**config.mk**
```make
export PLATFORM = sky130hd
export DESIGN_NAME = dmem_access_ctrl_flat
export DESIGN_NICKNAME = d
export VERILOG_FILES = /design/src/rtl/dmem_access_ctrl_pkg.sv /design/src/rtl/dmem_access_ctrl_if.sv /design/src/rtl/dmem_access_ctrl_load_formatter.sv /design/src/rtl/dmem_access_ctrl.sv /design/src/flat_wrapper.sv
export SDC_FILE = /design/constraint.sdc
export NUM_CORES = 1
export LEC_CHECK = 0
export ABC_AREA = 1
export ABC_CLOCK_PERIOD_IN_PS = 3100
export CAP_MARGIN = 25
export CORE_ASPECT_RATIO = 1.5
export CORE_MARGIN = 2
export CORE_UTILIZATION = 31
export DETAILED_ROUTE_END_ITERATION = 7
export HOLD_SLACK_MARGIN = 0.12
export SLEW_MARGIN = 10
export SYNTH_ARGS = -nofsm -noshare
export SYNTH_HDL_FRONTEND = slang
export SYNTH_SLANG_ARGS = --single-unit
```
**constraint.sdc**
```tcl
create_clock -name clk -period 3.1 [get_ports clk]
set_input_delay 0.62 -clock clk [delete_from_list [all_inputs] [get_ports clk]]
set_output_delay 0.62 -clock clk [all_outputs]
set_load 0.05 [all_outputs]
```
**src/rtl/dmem_access_ctrl_pkg.sv**
```systemverilog
// Shared types and lane helpers for the MEM-stage
// data-memory access sequencer.
package dmem_access_ctrl_pkg;

  localparam logic [1:0] WRITE_IDLE = 2'b00;
  localparam logic [1:0] WRITE_BYTE = 2'b01;
  localparam logic [1:0] WRITE_HALF = 2'b10;
  localparam logic [1:0] WRITE_WORD = 2'b11;

  localparam logic [2:0] F3_LB  = 3'b000;
  localparam logic [2:0] F3_LH  = 3'b001;
  localparam logic [2:0] F3_LW  = 3'b010;
  localparam logic [2:0] F3_LBU = 3'b100;
  localparam logic [2:0] F3_LHU = 3'b101;

  typedef enum logic [1:0] {
    S_IDLE = 2'd0,
    S_BUSY = 2'd1,
    S_DONE = 2'd2
  } state_t;

  typedef enum logic [1:0] {
    SZ_B,
    SZ_H,
    SZ_W
  } size_t;

  typedef struct packed {
    logic        we;
    logic [3:0]  be;
    logic [31:0] addr;
    logic [31:0] wdata;
    logic [2:0]  f3;
    logic [1:0]  off;
  } mem_req_t;

  function automatic logic [3:0] lane_be(
    input size_t      sz,
    input logic [1:0] a
  );
    case (sz)
      SZ_B:    return 4'b0001 << a;
      SZ_H:    return 4'b0011 << a;
      default: return 4'b1111;
    endcase
  endfunction

  function automatic logic [31:0] lane_wdata(
    input size_t       sz,
    input logic [31:0] d
  );
    case (sz)
      SZ_B:    return {4{d[7:0]}};
      SZ_H:    return {2{d[15:0]}};
      default: return d;
    endcase
  endfunction

endpackage

```
**src/rtl/dmem_access_ctrl_if.sv**
```systemverilog
// Single-port data-memory bus: req/ack handshake,
// byte enables, word address and data.
interface dmem_access_ctrl_if;
  logic        req;
  logic        we;
  logic [3:0]  be;
  logic [31:0] addr;
  logic [31:0] wdata;
  logic        ack;
  logic [31:0] rdata;

  modport master (
    output req, we, be, addr, wdata,
    input  ack, rdata
  );

  modport slave (
    input  req, we, be, addr, wdata,
    output ack, rdata
  );
endinterface

```
**src/rtl/dmem_access_ctrl_load_formatter.sv**
```systemverilog
// Picks the byte/half of a raw memory word and
// sign- or zero-extends it according to funct3.
module dmem_access_ctrl_load_formatter
  import dmem_access_ctrl_pkg::*;
(
  input  logic [31:0] i_raw,
  input  logic [1:0]  i_off,
  input  logic [2:0]  i_funct3,
  output logic [31:0] o_data
);

  logic [7:0]  w_b;
  logic [15:0] w_h;

  always_comb begin
    w_b = i_raw[7:0];
    unique case (i_off)
      2'd0: w_b = i_raw[7:0];
      2'd1: w_b = i_raw[15:8];
      2'd2: w_b = i_raw[23:16];
      2'd3: w_b = i_raw[31:24];
    endcase
    w_h = i_off[1] ? i_raw[31:16] : i_raw[15:0];
    o_data = i_raw;
    case (i_funct3)
      F3_LB:   o_data = {{24{w_b[7]}}, w_b};
      F3_LH:   o_data = {{16{w_h[15]}}, w_h};
      F3_LBU:  o_data = {24'd0, w_b};
      F3_LHU:  o_data = {16'd0, w_h};
      default: o_data = i_raw;
    endcase
  end

endmodule

```
**src/rtl/dmem_access_ctrl.sv**
```systemverilog
// MEM-stage sequencer: issues one aligned access,
// stalls until ack or timeout, formats the load.
module dmem_access_ctrl
  import dmem_access_ctrl_pkg::*;
#(
  parameter int TIMEOUT = 255
) (
  input  logic              clk,
  input  logic              rst_n,
  input  logic              mem_read_i,
  input  logic [1:0]        mem_write_i,
  input  logic [2:0]        funct3_i,
  input  logic [31:0]       addr_i,
  input  logic [31:0]       wdata_i,
  output logic              stall_o,
  output logic [31:0]       rdata_o,
  output logic              done_o,
  output logic              misaligned_o,
  output logic              bus_err_o,
  dmem_access_ctrl_if.master dmem
);

  localparam logic [7:0] LIM = 8'(TIMEOUT - 1);

  state_t      r_state;
  state_t      w_next;
  mem_req_t    r_rq;
  logic        r_req;
  logic        r_err;
  logic [7:0]  r_cnt;
  logic [31:0] r_rdata;

  logic        w_wr;
  logic        w_access;
  logic        w_bad;
  logic        w_mis;
  logic        w_start;
  logic        w_tmo;
  size_t       w_size;
  logic [31:0] w_fmt;

  assign w_wr     = (mem_write_i != WRITE_IDLE);
  assign w_access = w_wr | mem_read_i;

  // Store size wins over load size when both are flagged
  always_comb begin
    w_size = SZ_W;
    w_bad  = 1'b0;
    if (w_wr) begin
      unique case (1'b1)
        (mem_write_i == WRITE_BYTE): w_size = SZ_B;
        (mem_write_i == WRITE_HALF): w_size = SZ_H;
        default:                     w_size = SZ_W;
      endcase
    end else begin
      unique case (1'b1)
        (funct3_i == F3_LB),
        (funct3_i == F3_LBU): w_size = SZ_B;
        (funct3_i == F3_LH),
        (funct3_i == F3_LHU): w_size = SZ_H;
        (funct3_i == F3_LW):  w_size = SZ_W;
        default:              w_bad  = 1'b1;
      endcase
    end
  end

  assign w_mis = w_access & (w_bad
    | ((w_size == SZ_H) & addr_i[0])
    | ((w_size == SZ_W) & (addr_i[1:0] != 2'b00)));

  assign w_start = (r_state == S_IDLE) & w_access & ~w_mis;
  assign w_tmo   = (r_cnt == LIM);

  dmem_access_ctrl_load_formatter u_fmt (
    .i_raw    (dmem.rdata),
    .i_off    (r_rq.off),
    .i_funct3 (r_rq.f3),
    .o_data   (w_fmt)
  );

  always_ff @(posedge clk) begin
    if (!rst_n) r_state <= S_IDLE;
    else        r_state <= w_next;
  end

  always_comb begin
    w_next       = r_state;
    stall_o      = 1'b0;
    done_o       = 1'b0;
    misaligned_o = 1'b0;
    bus_err_o    = 1'b0;
    unique case (r_state)
      S_IDLE: begin
        if (w_access) begin
          if (w_mis) begin
            misaligned_o = 1'b1;
          end else begin
            stall_o = 1'b1;
            w_next  = S_BUSY;
          end
        end
      end
      S_BUSY: begin
        stall_o = 1'b1;
        if (dmem.ack || w_tmo) w_next = S_DONE;
      end
      S_DONE: begin
        done_o    = 1'b1;
        bus_err_o = r_err;
        w_next    = S_IDLE;
      end
      default: w_next = S_IDLE;
    endcase
  end

  always_ff @(posedge clk) begin
    if (!rst_n) begin
      r_rq    <= '0;
      r_req   <= 1'b0;
      r_err   <= 1'b0;
      r_cnt   <= 8'd0;
      r_rdata <= 32'd0;
    end else if (w_start) begin
      r_rq.we    <= w_wr;
      r_rq.be    <= lane_be(w_size, addr_i[1:0]);
      r_rq.addr  <= {addr_i[31:2], 2'b00};
      r_rq.wdata <= lane_wdata(w_size, wdata_i);
      r_rq.f3    <= funct3_i;
      r_rq.off   <= addr_i[1:0];
      r_req      <= 1'b1;
      r_err      <= 1'b0;
      r_cnt      <= 8'd0;
    end else if (r_state == S_BUSY) begin
      if (dmem.ack) begin
        r_req   <= 1'b0;
        r_rdata <= r_rq.we ? 32'd0 : w_fmt;
      end else if (w_tmo) begin
        r_req   <= 1'b0;
        r_rdata <= 32'd0;
        r_err   <= 1'b1;
      end else begin
        r_cnt <= r_cnt + 8'd1;
      end
    end
  end

  assign dmem.req   = r_req;
  assign dmem.we    = r_rq.we;
  assign dmem.be    = r_rq.be;
  assign dmem.addr  = r_rq.addr;
  assign dmem.wdata = r_rq.wdata;
  assign rdata_o    = r_rdata;

endmodule

```
**src/flat_wrapper.sv**
```systemverilog
// flat-port wrapper written by rule: the top's interface ports become plain ports
module dmem_access_ctrl_flat import dmem_access_ctrl_pkg::*;
#(
  parameter int TIMEOUT = 255
)
  (clk, rst_n, mem_read_i, mem_write_i, funct3_i, addr_i, wdata_i, stall_o, rdata_o, done_o, misaligned_o, bus_err_o, dmem_req, dmem_we, dmem_be, dmem_addr, dmem_wdata, dmem_ack, dmem_rdata);
  dmem_access_ctrl_if dmem_i ();
  input  logic clk;
  input  logic rst_n;
  input  logic mem_read_i;
  input  logic [1:0] mem_write_i;
  input  logic [2:0] funct3_i;
  input  logic [31:0] addr_i;
  input  logic [31:0] wdata_i;
  output logic stall_o;
  output logic [31:0] rdata_o;
  output logic done_o;
  output logic misaligned_o;
  output logic bus_err_o;
  output wire logic [$bits(dmem_i.req)-1:0] dmem_req;
  output wire logic [$bits(dmem_i.we)-1:0] dmem_we;
  output wire logic [$bits(dmem_i.be)-1:0] dmem_be;
  output wire logic [$bits(dmem_i.addr)-1:0] dmem_addr;
  output wire logic [$bits(dmem_i.wdata)-1:0] dmem_wdata;
  input wire logic [$bits(dmem_i.ack)-1:0] dmem_ack;
  input wire logic [$bits(dmem_i.rdata)-1:0] dmem_rdata;
  assign dmem_req = dmem_i.req;
  assign dmem_we = dmem_i.we;
  assign dmem_be = dmem_i.be;
  assign dmem_addr = dmem_i.addr;
  assign dmem_wdata = dmem_i.wdata;
  assign dmem_i.ack = dmem_ack;
  assign dmem_i.rdata = dmem_rdata;
  dmem_access_ctrl #(.TIMEOUT(TIMEOUT)) u_core (.clk(clk), .rst_n(rst_n), .mem_read_i(mem_read_i), .mem_write_i(mem_write_i), .funct3_i(funct3_i), .addr_i(addr_i), .wdata_i(wdata_i), .stall_o(stall_o), .rdata_o(rdata_o), .done_o(done_o), .misaligned_o(misaligned_o), .bus_err_o(bus_err_o), .dmem(dmem_i));
endmodule
```
; Word level (Yosys, flattened, before mapping)
; Index checks and enable logic that the tools add are counted.
[word_totals]
regBits = 116
in_bits = 105
wordCells = 96
[op_classes]
add_sub_neg = 1
n_eq_ne = 20
n_shift = 2
muxes = 29
bitwise = 13
reduce_logical = 20
[ops]
columns = op, n
row1 = one-hot mux 32 bit (4 select lines), 1
row2 = two-way mux 32 bit, 3
row3 = one-hot mux 32 bit (2 select lines), 1
row4 = one-hot mux 8 bit (4 select lines), 1
row5 = two-way mux 16 bit, 1
row6 = two-way mux 1 bit, 13
row7 = "== test 3 bit, second input constant", 4
row8 = one-hot mux 2 bit (2 select lines), 3
row9 = AND reduction 3 bit, 4
row10 = "== test 2 bit, second input constant", 5
row11 = "adder 8 x 1 -> 8 bit, second input constant", 1
row12 = "== test 2 x 1 -> 1 bit, second input constant", 4
row13 = "== test 8 bit, second input constant", 1
row14 = two-way mux 2 bit, 4
row15 = one-hot mux 4 bit (2 select lines), 1
row16 = nonzero test 2 bit, 4
row17 = "== test 3 x 1 -> 1 bit, second input constant", 2
row18 = zero test 2 bit, 3
row19 = zero test 3 bit, 2
row20 = OR reduction 2 bit, 3
row21 = bitwise AND 1 bit, 5
row22 = NOT 1 bit, 5
row23 = OR reduction 5 bit, 1
row24 = "!= test 2 x 1 -> 1 bit, second input constant", 2
row25 = other kinds (9), 11

; Depth between registers and ports, before layout
[depth]
word_depth = 13
mapped_depth = 12
depth_no_buf = 11

; Hierarchy
; From an unflattened synthesis, not the netlist that was laid out.
[hier_totals]
hier_cells = 1010
area_unflattened_um2 = 6500.0
[modules_own_cells]
columns = module, n_inst, cells_each, area_each_um2, seq_area_each_um2
row1 = dmem_access_ctrl, 1, 864, 5738.0, 2322.2
row2 = dmem_access_ctrl_load_formatter, 1, 146, 762.0, 0.0

; Least setup slack after synthesis
; OpenSTA, ideal clock, no wires.
[synth_path]
path_type = input -> output
from = in mem_write_i[0]
to = out misaligned_o
t_arrival_ps = 2749
t_required_ps = 2480
path_slack_ps = -269
path_stages = 11
path_cell_list = inv_1 > ha_1 > inv_1 > nand2_2 > nand2_1 > buf_6 > nand2_1 > nor2_1 > nor2_4 > buf_6 > nor3_1
[synth_via]
elab_chain_cells = 11
[synth_lines]
columns = item, line
row1 = start: declaration, flat_wrapper.sv:11  ; input logic [1:0] mem_write_i;
row2 = == test 2 bit / == test 2 x 1 -> 1 bit (equally long branches), "dmem_access_ctrl.sv:52, dmem_access_ctrl.sv:51"
row3 = one-hot mux 2 bit (2 select lines), dmem_access_ctrl.sv:50  ; unique case (1'b1)
row4 = two-way mux 2 bit, dmem_access_ctrl.sv:49  ; if (w_wr) begin
row5 = == test 2 x 1 -> 1 bit, dmem_access_ctrl.sv:68  ; | ((w_size == SZ_H) & addr_i[0])
row6 = bitwise AND 1 bit, dmem_access_ctrl.sv:68
row7 = bitwise OR 1 bit, dmem_access_ctrl.sv:68
row8 = bitwise OR 1 bit, dmem_access_ctrl.sv:69  ; | ((w_size == SZ_W) & (addr_i[1:0] != 2'b00)));
row9 = bitwise AND 1 bit, dmem_access_ctrl.sv:67  ; assign w_mis = w_access & (w_bad
row10 = two-way mux 1 bit, dmem_access_ctrl.sv:95  ; if (w_mis) begin
row11 = two-way mux 1 bit *, dmem_access_ctrl.sv:94  ; if (w_access) begin
row12 = two-way mux 1 bit *, dmem_access_ctrl.sv:92  ; unique case (r_state)
row13 = end: declaration, flat_wrapper.sv:18  ; output logic misaligned_o;
; Every way passes the cells marked *; elsewhere a longest branch is shown, timed or not.

; Final worst setup path
; Ends and elaborated chain as after synthesis.

==> flow_metrics.py <==
metrics = {
    "final_layout": {
        "fin_util": 0.442,
        "n_fill_cell": 1921,
        "area_growth_pct": 40.7,
        "nets": 1089,
        "final_cells": 1249,
        "drive_above_1_share": 0.0806,
    },
    "floorplanning": {
        "row_count": 62,
        "core-area_um2": 19000,
        "die-height_um": 174,
        "die_x_um": 117,
        "ios": 211,
        "start_util": 0.314,
        "die_area_um2": 20400,
    },
    "power_and_ir_drop": {
        "sw_frac_of_total": 0.333,
        "internal_power_uw": 3680,
        "power.density_nw_per_um2": 657,
        "combinationalPowerShare": 0.293,
        "seqPwrFrac": 0.313,
        "clock_power_share": 0.393,
        "ir_worst_vdd_v": 0.000249,
        "p_switching_uw": 1840,
        "p_leak_uw": 0.00361,
    },
    "place": {
        "port-buffer-count": 208,
        "pre_cts_slack_ns": 0.140,
        "place_inst": 1217,
        "hpwl_um": 13500,
        "globalplace.congestion": 0.887,
    },
    "drt": {
        "vias": 5791,
        "first_pass_iters": 4,
        "drtAntennaViolNets": 0,
        "route.detailed.drc": 0,
        "viasPerCell": 4.64,
        "routed_wl_um": 18500,
        "dr.first_iter.drc_count": 284,
        "wire_per_inst_um": 14.8,
    },
    "clock_network": {
        "path_clk_slew_ns": 0.05,
        "cts_tree": "done",
        "htree_levels": 4,
        "cts_sinks": 116,
        "holdBufCountCts": 0,
        "postCtsSetupBuffers": 0,
        "clk_latency_ns": 0.41,
        "root_buffer": "clkbuf_16",
        "cts_resized": 0,
        "numCtsBuffers": 17,
        "cts_buffer_depth": 2,
    },
    "synth": {
        "yosysWarnings": 0,
        "synth_edf_count": 0,
        "yosysUniqueCellTypes": 43,
        "synth_area_leaders": "dfxtp_1 (39%), nand2_1 (19%), buf_4 (9.4%)",
        "synthArstFlopShare": 0,
        "synth_top_area_cell": "dfxtp_1",
        "synth_top_area_frac": 0.389,
        "avgSynthCellArea_um2": 7.04,
        "syn_area_um2": 5980,
        "synthFlopType": "dfxtp_1",
        "yosysSeqAreaShare": 0.389,
        "syn_inst": 849,
        "synth_seq_cells": 116,
    },
    "timing": {
        "min_period_ns": 2.95,
        "holdWs_ns": 0.448,
        "setup_ws_ns": 0.147,
        "worst_pin_slew_ns": 0.863,
        "max_freq_mhz": 339,
        "slew_viol_final": 0,
        "fin_crit_sh": 0.953,
        "finalSetupTns_ns": 0,
        "finalHoldViolations": 0,
        "rsz0062_at_grt": "no",
        "fin_skew_ns": 0.00817,
        "setup_viol_count_final": 0,
        "maxSlewHeadroom": 0.424,
    },
    "min_path": {
        "hold_path.class": "reg2reg",
        "hold_path_startpoint": "u_core.rdata_o[28]",
    },
    "worst_setup_path": {
        "crit_path_start_kind": "primary input",
        "crit_start": "mem_write_i[0]",
        "crit_arrival_ns": 2.33,
        "critPathRequiredTime_ns": 2.48,
        "cp_max_fo": 4,
        "r2r_slack_ns": 1.07,
        "r2r-start": "u_core.r_rq[1]",
        "critPathKind": "in2out",
        "endpoint": "misaligned_o",
        "r2r_end": "u_core.rdata_o[27]",
        "r2r_cells": 7,
        "end_kind": "primary output",
    },
    "global_route": {
        "grt_max_degree": 76,
        "grt_pass1_wl_um": 29300,
        "antenna_found_initial": 1,
        "grtUsageTotal": 0.181,
        "grt_pass1_vias": 5556,
        "overflow": 0,
    },
    "outcome": {
        "status": "finished, final reports clean",
    },
    "run": {
        "drv_cap": 0,
    },
}
-- through the flow --
stage	total power, uW	area (um2)
after global placement	3380	7750
after CTS	5580	8400
after floorplan	2950	5990
after detailed placement	3390	7750
final	5520	8410
after global routing	5760	8410
-- cells in the mapped netlist, types with 2 or more instances --
master	instances
nand2_1	297
buf_1	5
nand4_1	19
clkbuf_1	13
a21oi_1	43
nand2_2	5
nor2_2	4
o21a_1	5
dfxtp_1	116
nand3_1	100
o21ai_0	29
nor2_4	3
or2_2	10
inv_1	41
nor3_1	2
buf_6	8
buf_2	10
inv_2	3
nor2_1	23
and2_1	5
ha_1	4
buf_4	75
o211ai_1	8
o2111ai_1	2
-- registers in the layout (all words and copies together) (netlist names) --
| name | flops |
|---|---|
| u_core.dmem.wdata | 32 |
| u_core.rdata_o | 32 |
| u_core.dmem.be | 4 |
| u_core.dmem.req | 1 |
| u_core.r_rq | 5 |
| u_core.dmem.addr | 30 |
| u_core.r_cnt | 8 |
| u_core.r_state | 2 |
| u_core.dmem.we | 1 |
| u_core.r_err | 1 |
-- critical path, cell delays in order --
cell,delay [ns]
clkdlybuf4s50_1,0.45
inv_1,0.05
ha_1,0.24
nand2_1,0.14
inv_1,0.08
nor2_2,0.12
nand3_2,0.12
nand2_1,0.13
nor2_4,0.05
nor3_4,0.16
buf_12,0.16
-- power by group through the flow --
stage	clock network (uW)	registers, uW	logic (uW)
floorplan	0	1840	1110
finish	2170	1730	1620
detailed placement	0	1760	1630
CTS	2220	1730	1630
global route	2280	1750	1730
global placement	0	1760	1620
-- cell families after synthesis --
logic type	Yosys count	synth area share
DFF	116	0.389
AOI/OAI and AO/OA	93	0.0879
xor gates and xnor gates	2	0.00293
adders and majority gates	4	0.00837
and+or+nand+nor	477	0.354
other	1	0.000627
buffers and inverters	156	0.157
-- layout make-up --
class | count | area, um2 | area share
Clock buffer | 21 | 470 | 0.0560
Tap cell | 256 | 320 | 0.0381
Inverter | 45 | 169 | 0.0201
Multi-Input combinational cell | 578 | 2730 | 0.325
Antenna cell | 1 | 2.50 | 0.000298
Sequential cell | 116 | 2320 | 0.276
Timing Repair Buffer | 222 | 2210 | 0.263
Clock inverter | 10 | 178 | 0.0211
-- placed cells by master, fill, tap and decap left out, types with 2 or more instances in the layout --
cell,count
o211ai_1,8
nor2_1,23
clkdlybuf4s50_1,205
o21a_1,5
buf_12,3
conb_1,2
o2111ai_1,2
a21oi_1,43
nor2_4,3
nor2_2,4
buf_4,13
inv_2,3
or2_2,10
ha_1,4
and2_1,5
o21ai_0,29
nand3_1,100
nand4_1,19
dfxtp_1,116
nand2_2,5
clkbuf_16,17
nand2_1,297
bufinv_16,5
inv_1,41
clkinv_2,4
clkbuf_8,3
-- how the worst min path moves through the flow --
stage / to / slack (ns) / cells after the start
2_1_floorplan: u_core.r_err / 0.44 / 2
3_3_place_gp: u_core.rdata_o[20] / 0.44 / 2
3_5_place_dp: u_core.rdata_o[28] / 0.44 / 2
4_1_cts: u_core.rdata_o[28] / 0.45 / 2
5_1_grt: u_core.rdata_o[9] / 0.46 / 2
6_report: u_core.rdata_o[28] / 0.45 / 2
-- routing by layer --
layer	vias to the layer above	routed length, um	share of wire	global-route usage
li1	2949	-	-	-
met1	2595	7460	0.40	0.206
met2	205	9360	0.51	0.315
met3	42	880	0.048	0.0371
met4	0	786	0.043	0.0989
met5	-	0	0	0
No activity file was read; power rests on OpenSTA's default activity.
